### src/rtl/pipe_wb_regfile_pkg.sv
// rtl/pipe_wb_regfile_pkg.sv - shared pipeline constants, types and write-back select helper
package pipe_wb_regfile_pkg;

  localparam int XLEN = 32;
  localparam int NREG = 32;
  localparam int REGW = 5;

  typedef logic [XLEN-1:0] word_t;
  typedef logic [REGW-1:0] regnum_t;

  // Write-back source encoding carried by wm2reg
  typedef enum logic {
    WB_ALU = 1'b0,
    WB_MEM = 1'b1
  } wb_src_e;

  // Pick the write-back word; the unselected operand never reaches the result
  function automatic word_t wb_select(input logic m2reg, input word_t mo, input word_t alu);
    return (wb_src_e'(m2reg) == WB_MEM) ? mo : alu;
  endfunction

endpackage

### src/rtl/pipe_wb_regfile_if.sv
// rtl/pipe_wb_regfile_if.sv - write-back and register read bundle between pipeline and regfile
interface pipe_wb_regfile_if;
  import pipe_wb_regfile_pkg::*;

  logic    wwreg;
  logic    wm2reg;
  word_t   wmo;
  word_t   walu;
  regnum_t wrn;
  regnum_t rna;
  regnum_t rnb;
  word_t   qa;
  word_t   qb;
  word_t   wdi;

  // Pipeline side: drives write-back and read numbers, consumes read data
  modport master (
    output wwreg, wm2reg, wmo, walu, wrn, rna, rnb,
    input  qa, qb, wdi
  );

  // Register file side
  modport slave (
    input  wwreg, wm2reg, wmo, walu, wrn, rna, rnb,
    output qa, qb, wdi
  );

endinterface

### src/rtl/pipe_wb_regfile_regfile32.sv
// rtl/pipe_wb_regfile_regfile32.sv - 32x32 storage array with one write port and r0 masking
module regfile32
  import pipe_wb_regfile_pkg::*;
(
  input  logic    clk,
  input  logic    clrn,
  input  logic    we,
  input  regnum_t wn,
  input  word_t   d,
  input  regnum_t rna,
  input  regnum_t rnb,
  output word_t   qa,
  output word_t   qb
);

  word_t regs [NREG];

  // Async clear of every entry; r0 is never written so its slot stays zero
  always_ff @(posedge clk or negedge clrn) begin
    if (!clrn) begin
      for (int i = 0; i < NREG; i++) begin
        regs[i] <= '0;
      end
    end else if (we && (wn != '0)) begin
      regs[wn] <= d;
    end
  end

  // Stored read data with r0 forced to zero
  always_comb begin
    qa = (rna == '0) ? '0 : regs[rna];
    qb = (rnb == '0) ? '0 : regs[rnb];
  end

endmodule

### src/rtl/pipe_wb_regfile.sv
// rtl/pipe_wb_regfile.sv - write-back mux, register file and same-cycle write-through bypass
module pipe_wb_regfile
  import pipe_wb_regfile_pkg::*;
(
  input logic              clk,
  input logic              clrn,
  pipe_wb_regfile_if.slave wb
);

  word_t qa_store;
  word_t qb_store;

  regfile32 u_regfile32 (
    .clk  (clk),
    .clrn (clrn),
    .we   (wb.wwreg),
    .wn   (wb.wrn),
    .d    (wb.wdi),
    .rna  (wb.rna),
    .rnb  (wb.rnb),
    .qa   (qa_store),
    .qb   (qb_store)
  );

  // Write-back data select, independent of reset so ID-stage forwarding always sees it
  always_comb begin
    wb.wdi = wb_select(wb.wm2reg, wb.wmo, wb.walu);
  end

  // Read ports: r0 is zero, a matching in-flight write is bypassed, else stored value
  always_comb begin
    if (wb.rna == '0) begin
      wb.qa = '0;
    end else if (wb.wwreg && (wb.rna == wb.wrn)) begin
      wb.qa = wb.wdi;
    end else begin
      wb.qa = qa_store;
    end

    if (wb.rnb == '0) begin
      wb.qb = '0;
    end else if (wb.wwreg && (wb.rnb == wb.wrn)) begin
      wb.qb = wb.wdi;
    end else begin
      wb.qb = qb_store;
    end
  end

endmodule

### src/flat_wrapper.sv
// flat-port wrapper written by rule: the top's interface ports become plain ports
module pipe_wb_regfile_flat import pipe_wb_regfile_pkg::*;
  (clk, clrn, wb_wwreg, wb_wm2reg, wb_wmo, wb_walu, wb_wrn, wb_rna, wb_rnb, wb_qa, wb_qb, wb_wdi);
  pipe_wb_regfile_if wb_i ();
  input logic clk;
  input logic clrn;
  input wire logic [$bits(wb_i.wwreg)-1:0] wb_wwreg;
  input wire logic [$bits(wb_i.wm2reg)-1:0] wb_wm2reg;
  input wire logic [$bits(wb_i.wmo)-1:0] wb_wmo;
  input wire logic [$bits(wb_i.walu)-1:0] wb_walu;
  input wire logic [$bits(wb_i.wrn)-1:0] wb_wrn;
  input wire logic [$bits(wb_i.rna)-1:0] wb_rna;
  input wire logic [$bits(wb_i.rnb)-1:0] wb_rnb;
  output wire logic [$bits(wb_i.qa)-1:0] wb_qa;
  output wire logic [$bits(wb_i.qb)-1:0] wb_qb;
  output wire logic [$bits(wb_i.wdi)-1:0] wb_wdi;
  assign wb_i.wwreg = wb_wwreg;
  assign wb_i.wm2reg = wb_wm2reg;
  assign wb_i.wmo = wb_wmo;
  assign wb_i.walu = wb_walu;
  assign wb_i.wrn = wb_wrn;
  assign wb_i.rna = wb_rna;
  assign wb_i.rnb = wb_rnb;
  assign wb_qa = wb_i.qa;
  assign wb_qb = wb_i.qb;
  assign wb_wdi = wb_i.wdi;
  pipe_wb_regfile u_core (.clk(clk), .clrn(clrn), .wb(wb_i));
endmodule
### config.mk
export PLATFORM = sky130hd
export DESIGN_NAME = pipe_wb_regfile_flat
export DESIGN_NICKNAME = d
export VERILOG_FILES = /design/src/rtl/pipe_wb_regfile_pkg.sv /design/src/rtl/pipe_wb_regfile_if.sv /design/src/rtl/pipe_wb_regfile_regfile32.sv /design/src/rtl/pipe_wb_regfile.sv /design/src/flat_wrapper.sv
export SDC_FILE = /design/constraint.sdc
export NUM_CORES = 2
export LEC_CHECK = 0
export BUFFER_PORTS_ARGS = -buffer_cell sky130_fd_sc_hd__buf_2
export CAP_MARGIN = 40
export CORE_MARGIN = 5
export CORE_UTILIZATION = 63
export DETAILED_ROUTE_END_ITERATION = 7
export PLACE_DENSITY = 0.84
export SLEW_MARGIN = 20
export SYNTH_ARGS = -nofsm -noshare
export SYNTH_HDL_FRONTEND = slang
export SYNTH_HIERARCHICAL = 1
export SYNTH_SLANG_ARGS = --single-unit
export TNS_END_PERCENT = 30
### constraint.sdc
create_clock -name clk -period 3.2 [get_ports clk]
set_input_delay 0.32 -clock clk [delete_from_list [all_inputs] [get_ports clk]]
set_output_delay 0.32 -clock clk [all_outputs]
set_load 0.01 [all_outputs]
-- Word level (Yosys, flattened, before mapping)
Cells that the tools add are included.
- register bits: 1024
- input bits: 83
- output and inout port bits: 96
- logic and storage cells: 62
- $lt $le $gt $ge: 4
- equal/unequal tests: 2
- multiplexer cells: 14
- bitwise gates (word level): 3
- reduce and logical (&&, ||, !) cells: 7
- operator list (kind ; number):
    1024-bit bitwise mux ; 1
    32-bit binary-select mux with 5-bit select ; 2
    32-bit 2-to-1 mux ; 10
    32-bit demux with 5-bit select ; 1
    6-bit >= comparator (second input constant) ; 3
    5-bit inverter with 6-bit output ; 3
    5-bit equality test ; 2
    5-bit logical NOT ; 2
    6-bit by 1-bit < comparator with 1-bit output (second input constant) ; 1
    5-bit nonzero test ; 1
    1-bit logical AND ; 4

-- Longest topological paths before layout
- depth in word-level cells: 6
- gate-level depth with buffers: 11
- mapped depth without buffers: 6

-- Hierarchy
Netlist, hierarchy kept.
- by module, submodules not included (module ; instances ; cells an instance ; area each (um^2) ; sequential area each (um^2)):
    regfile32 ; 1 ; 3513 ; 54075.6 ; 25624.6
    pipe_wb_regfile ; 1 ; 244 ; 1771.7 ; 0.0

-- Worst setup path before layout
Ideal clock, no wire load.
- path type: input-to-output
- start point: input wb_rna[2]
- end point: output wb_qa[22]
- arrival: 2.140 ns
- data required time: 2.880 ns
- path slack: 0.740 ns
- stages: 9
- path buffers: 3
- cell sequence: buf_2 > buf_2 > buf_1 > mux4_2 > mux4_2 > o22ai_1 > nor3_1 > a21oi_1 > a211oi_2
- cells in the longest elaborated chain, start to end: 6
- elaborated cells between the ends (all ways): 9
- those cells by class: eq/ne (1); mux (5); bitwise (1); reduce/logical (2)
- ends and longest elaborated chain (item ; line ; text):
    from (decl) ; flat_wrapper.sv:12 ; input wire logic [$bits(wb_i.rna)-1:0] wb_rna;
    5-bit inverter with 6-bit output (not written as such) ; pipe_wb_regfile_regfile32.sv:31 ; qa = (rna == '0) ? '0 : regs[rna];
    32-bit binary-select mux with 5-bit select ; pipe_wb_regfile_regfile32.sv:31 ;
    32-bit 2-to-1 mux (not written as such) (2 in series) ; pipe_wb_regfile_regfile32.sv:31 ;
    net u_core.qa_store[22] ; pipe_wb_regfile.sv:10 ; word_t qa_store;
    32-bit 2-to-1 mux ; pipe_wb_regfile.sv:34 ; end else if (wb.wwreg && (wb.rna == wb.wrn)) begin
    32-bit 2-to-1 mux ; pipe_wb_regfile.sv:32 ; if (wb.rna == '0) begin
    to (decl) ; flat_wrapper.sv:14 ; output wire logic [$bits(wb_i.qa)-1:0] wb_qa;
The timed path passes the listed nets, and every way through them passes these cells. The select of a mux whose other input is x is not followed.

-- Worst setup path in the final report
- start point: input wb_rna[2]
- end point: output wb_qa[10]
The elaborated chain is that of the path after synthesis.

==> impl_metrics.yaml <==
run_status:
  status: "finished with violations"
  failed_checks: "setup timing"
grt:
  grt_pass1_vias: 41300
  grt_pass1_wl_um: 275000
  grt_max_degree: 125
  globalRouteTotalUtil_pct: 39.3
  grt_busiest_layer: "met2"
  overflow: 0
  met3_usage_pct: 15.2
  use_met2_pct: 55.9
  grt.met1_usage_pct: 51.9
  antenna_found_initial: 4
place:
  place_ws_ns: -0.289
  gp_congestion: 0.884
  port_buffers: 178
  dp_hpwl_um: 111000
floorplan:
  initial_core_util_pct: 63.3
  die_w_um: 308
  core_area_sq_um: 88200
  io_pins: 179
  std_cell_rows: 109
  die_area_sq_um: 94700
  die-height_um: 308
yosys:
  synth-edff-count: 0
  async_reset_ff_share_pct: 100
  yosysSeqAreaShare_pct: 45.9
  ys_top_cells_by_count: "dfrtp_1 (1024), mux2_2 (1011), mux4_2 (469)"
  ys_types: 50
  synth_nets: 3840
  yosysMostFrequentCell: "dfrtp_1"
  synth-seq-cells: 1024
  synth_area_leaders: "dfrtp_1 (46%), mux2_2 (20%), mux4_2 (19%), mux2i_1 (3.4%), clkbuf_1 (1.5%)"
  synth_top_cell_by_area: "dfrtp_1"
  yosys_warnings: 6
  synthFlopType: "dfrtp_1"
  synth_area_sq_um: 55800
  synth_cells: 3757
  yosys.area.top_type_share_pct: 45.9
  synth_area_per_cell_sq_um: 14.9
drt:
  firstDrtPassIters: 6
  vias: 39800
  ant_nets: 0
  viasPerCell: 7.74
  drc: 0
  drt_iter0_drc: 5246
  drt-wirelength-per-cell_um: 36.2
  wl_um: 186000
power_and_ir_drop:
  pwr-share-comb_pct: 23.4
  p_switching_w: 0.0113
  ir_drop_uv: 422
  p_per_area_nw_per_um2: 616
  p_int_w: 0.0280
  p_leak_nw: 27.9
  p_sw_share_pct: 28.6
  clockPowerShare_pct: 31.3
  sequentialPowerShare_pct: 45.3
setup_path:
  end_kind: "output pin"
  cp.arrival_ns: 2.93
  cp_max_fo: 26
  start_kind: "input pin"
  required_ns: 2.88
  critical_path_class: "in2out"
clock_network:
  cts_made_buffers: 104
  clk_latency_ns: 0.68
  tritoncts: "yes"
  cts_buffer_depth: 3
  htree_levels: 3
  cts_sinks: 1024
  cts-root-buf: "clkbuf_16"
  cts.clk_slew.worst_paths_ns: 0.06
sta:
  layout_worst_path_cycle_share_pct: 101
  slew_headroom_pct: 35.0
  worst_hold_slack_ns: 0.146
  period_needed_ns: 3.25
  setup_violations: 1
  worst_pin_slew_ns: 0.974
  finalHoldViolCount: 0
  fin_ws_ns: -0.0469
  fmax_mhz: 308
  rsz0062_at_grt: "yes"
  drv_slew: 0
  finClkSkew_ns: 0
cells_and_area:
  fin_util_pct: 72.3
  drive_above_1_share_pct: 56.6
  top_register: "u_core/u_regfile32/regs"
  largest_reg_flops: 1024
  nNetsFinal: 3986
  areaGrowthSynthToFinish_pct: 14.2
  largestRegisters: "u_core/u_regfile32/regs: 1024 flops"
flow_run:
  cap_violations: 0
min_path:
  hold_class: "in2async"
layer usage:
| metal | share of wire [%] | wire length [um] |
|---|---|---|
| met5 | 0.0070 | 13 |
| met3 | 14 | 26900 |
| met1 | 35 | 64600 |
| met4 | 7.1 | 13200 |
| met2 | 44 | 81400 |
worst paths after layout:
kind,end,startpoint,slack (ns),depth (start not counted)
worst max-delay path,wb_qa[10],wb_rna[2],-0.05,10
worst min-delay path,u_core/u_regfile32/regs[382]$_DFFE_PN0P_,clrn,0.15,2
worst max register to register,u_core/u_regfile32/regs[233]$_DFFE_PN0P_,u_core/u_regfile32/regs[233]$_DFFE_PN0P_,2.27,2
worst min register to register,u_core/u_regfile32/regs[1009]$_DFFE_PN0P_,u_core/u_regfile32/regs[1009]$_DFFE_PN0P_,0.40,0
max in group asynchronous,u_core/u_regfile32/regs[681]$_DFFE_PN0P_,clrn,1.93,4
min in group clk,u_core/u_regfile32/regs[703]$_DFFE_PN0P_,wb_walu[31],0.15,4
cells in the final DEF (no fill, tap or decap), drive strengths merged, types with 3 or more instances in the layout:
| cell type | instances |
|---|---|
| or3 | 4 |
| mux2 | 1024 |
| a21oi | 75 |
| nand2 | 21 |
| a2111oi | 26 |
| o221ai | 26 |
| clkbuf | 161 |
| and2 | 7 |
| a211oi | 102 |
| a22o | 52 |
| buf | 492 |
| bufinv | 4 |
| xor2 | 6 |
| dfrtp | 1024 |
| nand3b | 3 |
| a32o | 4 |
| nor2b | 15 |
| nor4 | 7 |
| nand2b | 8 |
| xnor2 | 4 |
| a22oi | 18 |
| mux2i | 190 |
| nand3 | 3 |
| nand4b | 3 |
| clkinvlp | 3 |
| inv | 35 |
| nor3 | 57 |
| and3 | 3 |
| mux4 | 469 |
| o22ai | 81 |
| clkinv | 14 |
| nor2 | 20 |
final cells by class:
type | count | area (sq um)
inverters | 33 | 124
diodes | 1 | 2.50
fillers | 5189 | 24500
well taps | 1165 | 1460
multi-input cells | 2246 | 28400
clock inverters | 23 | 241
flip-flops and latches | 1024 | 25600
repair buffers | 494 | 4730
clock buffers | 160 | 3160
critical path: stages:
cell	delay [ns]
buf_8	0.27
buf_4	0.44
mux4_2	0.27
mux4_2	0.28
o22ai_2	0.09
buf_4	0.17
nor3_1	0.41
a21oi_1	0.08
a211oi_1	0.33
buf_2	0.21
cells by family after synthesis:
group	count (synthesis)	synth area share, %
multiplexers	1683	43.0
XOR/XNOR	10	0.157
AND/OR/NAND/NOR	162	1.58
buffers and inverters	487	4.12
flip-flops	1024	45.9
AO/OA/AOI/OAI	391	5.29
power by group through the flow:
stage / clock network [W] / logic, W / registers (W)
floorplan: 0 / 0.00652 / 0.0170
global route: 0.0129 / 0.00971 / 0.0180
global placement: 0 / 0.00841 / 0.0176
finish: 0.0123 / 0.00918 / 0.0178
CTS: 0.0123 / 0.00897 / 0.0176
detailed placement: 0 / 0.00881 / 0.0178
metrics by stage:
step | cell area, sq um | setup TNS [ns] | total power [W] | std cells
after detailed placement | 59800 | -0.490 | 0.0266 | 4947
after global placement | 59600 | -0.412 | 0.0260 | 4930
after global routing | 63800 | -0.118 | 0.0406 | 5145
after CTS | 63300 | -0.0804 | 0.0389 | 5131
final | 63800 | -0.0469 | 0.0393 | 5146
after floorplan | 55800 | 0 | 0.0235 | 3757
timing repair:
item                                    CTS  global route
endpoints found under the hold margin   124             0
endpoints found under the setup margin   21            31
hold buffers                              1             0
gates resized for setup                  28            37
pin swaps                                 0             9
buffers inserted                          0             3
Power figures use the tool's default switching activity.
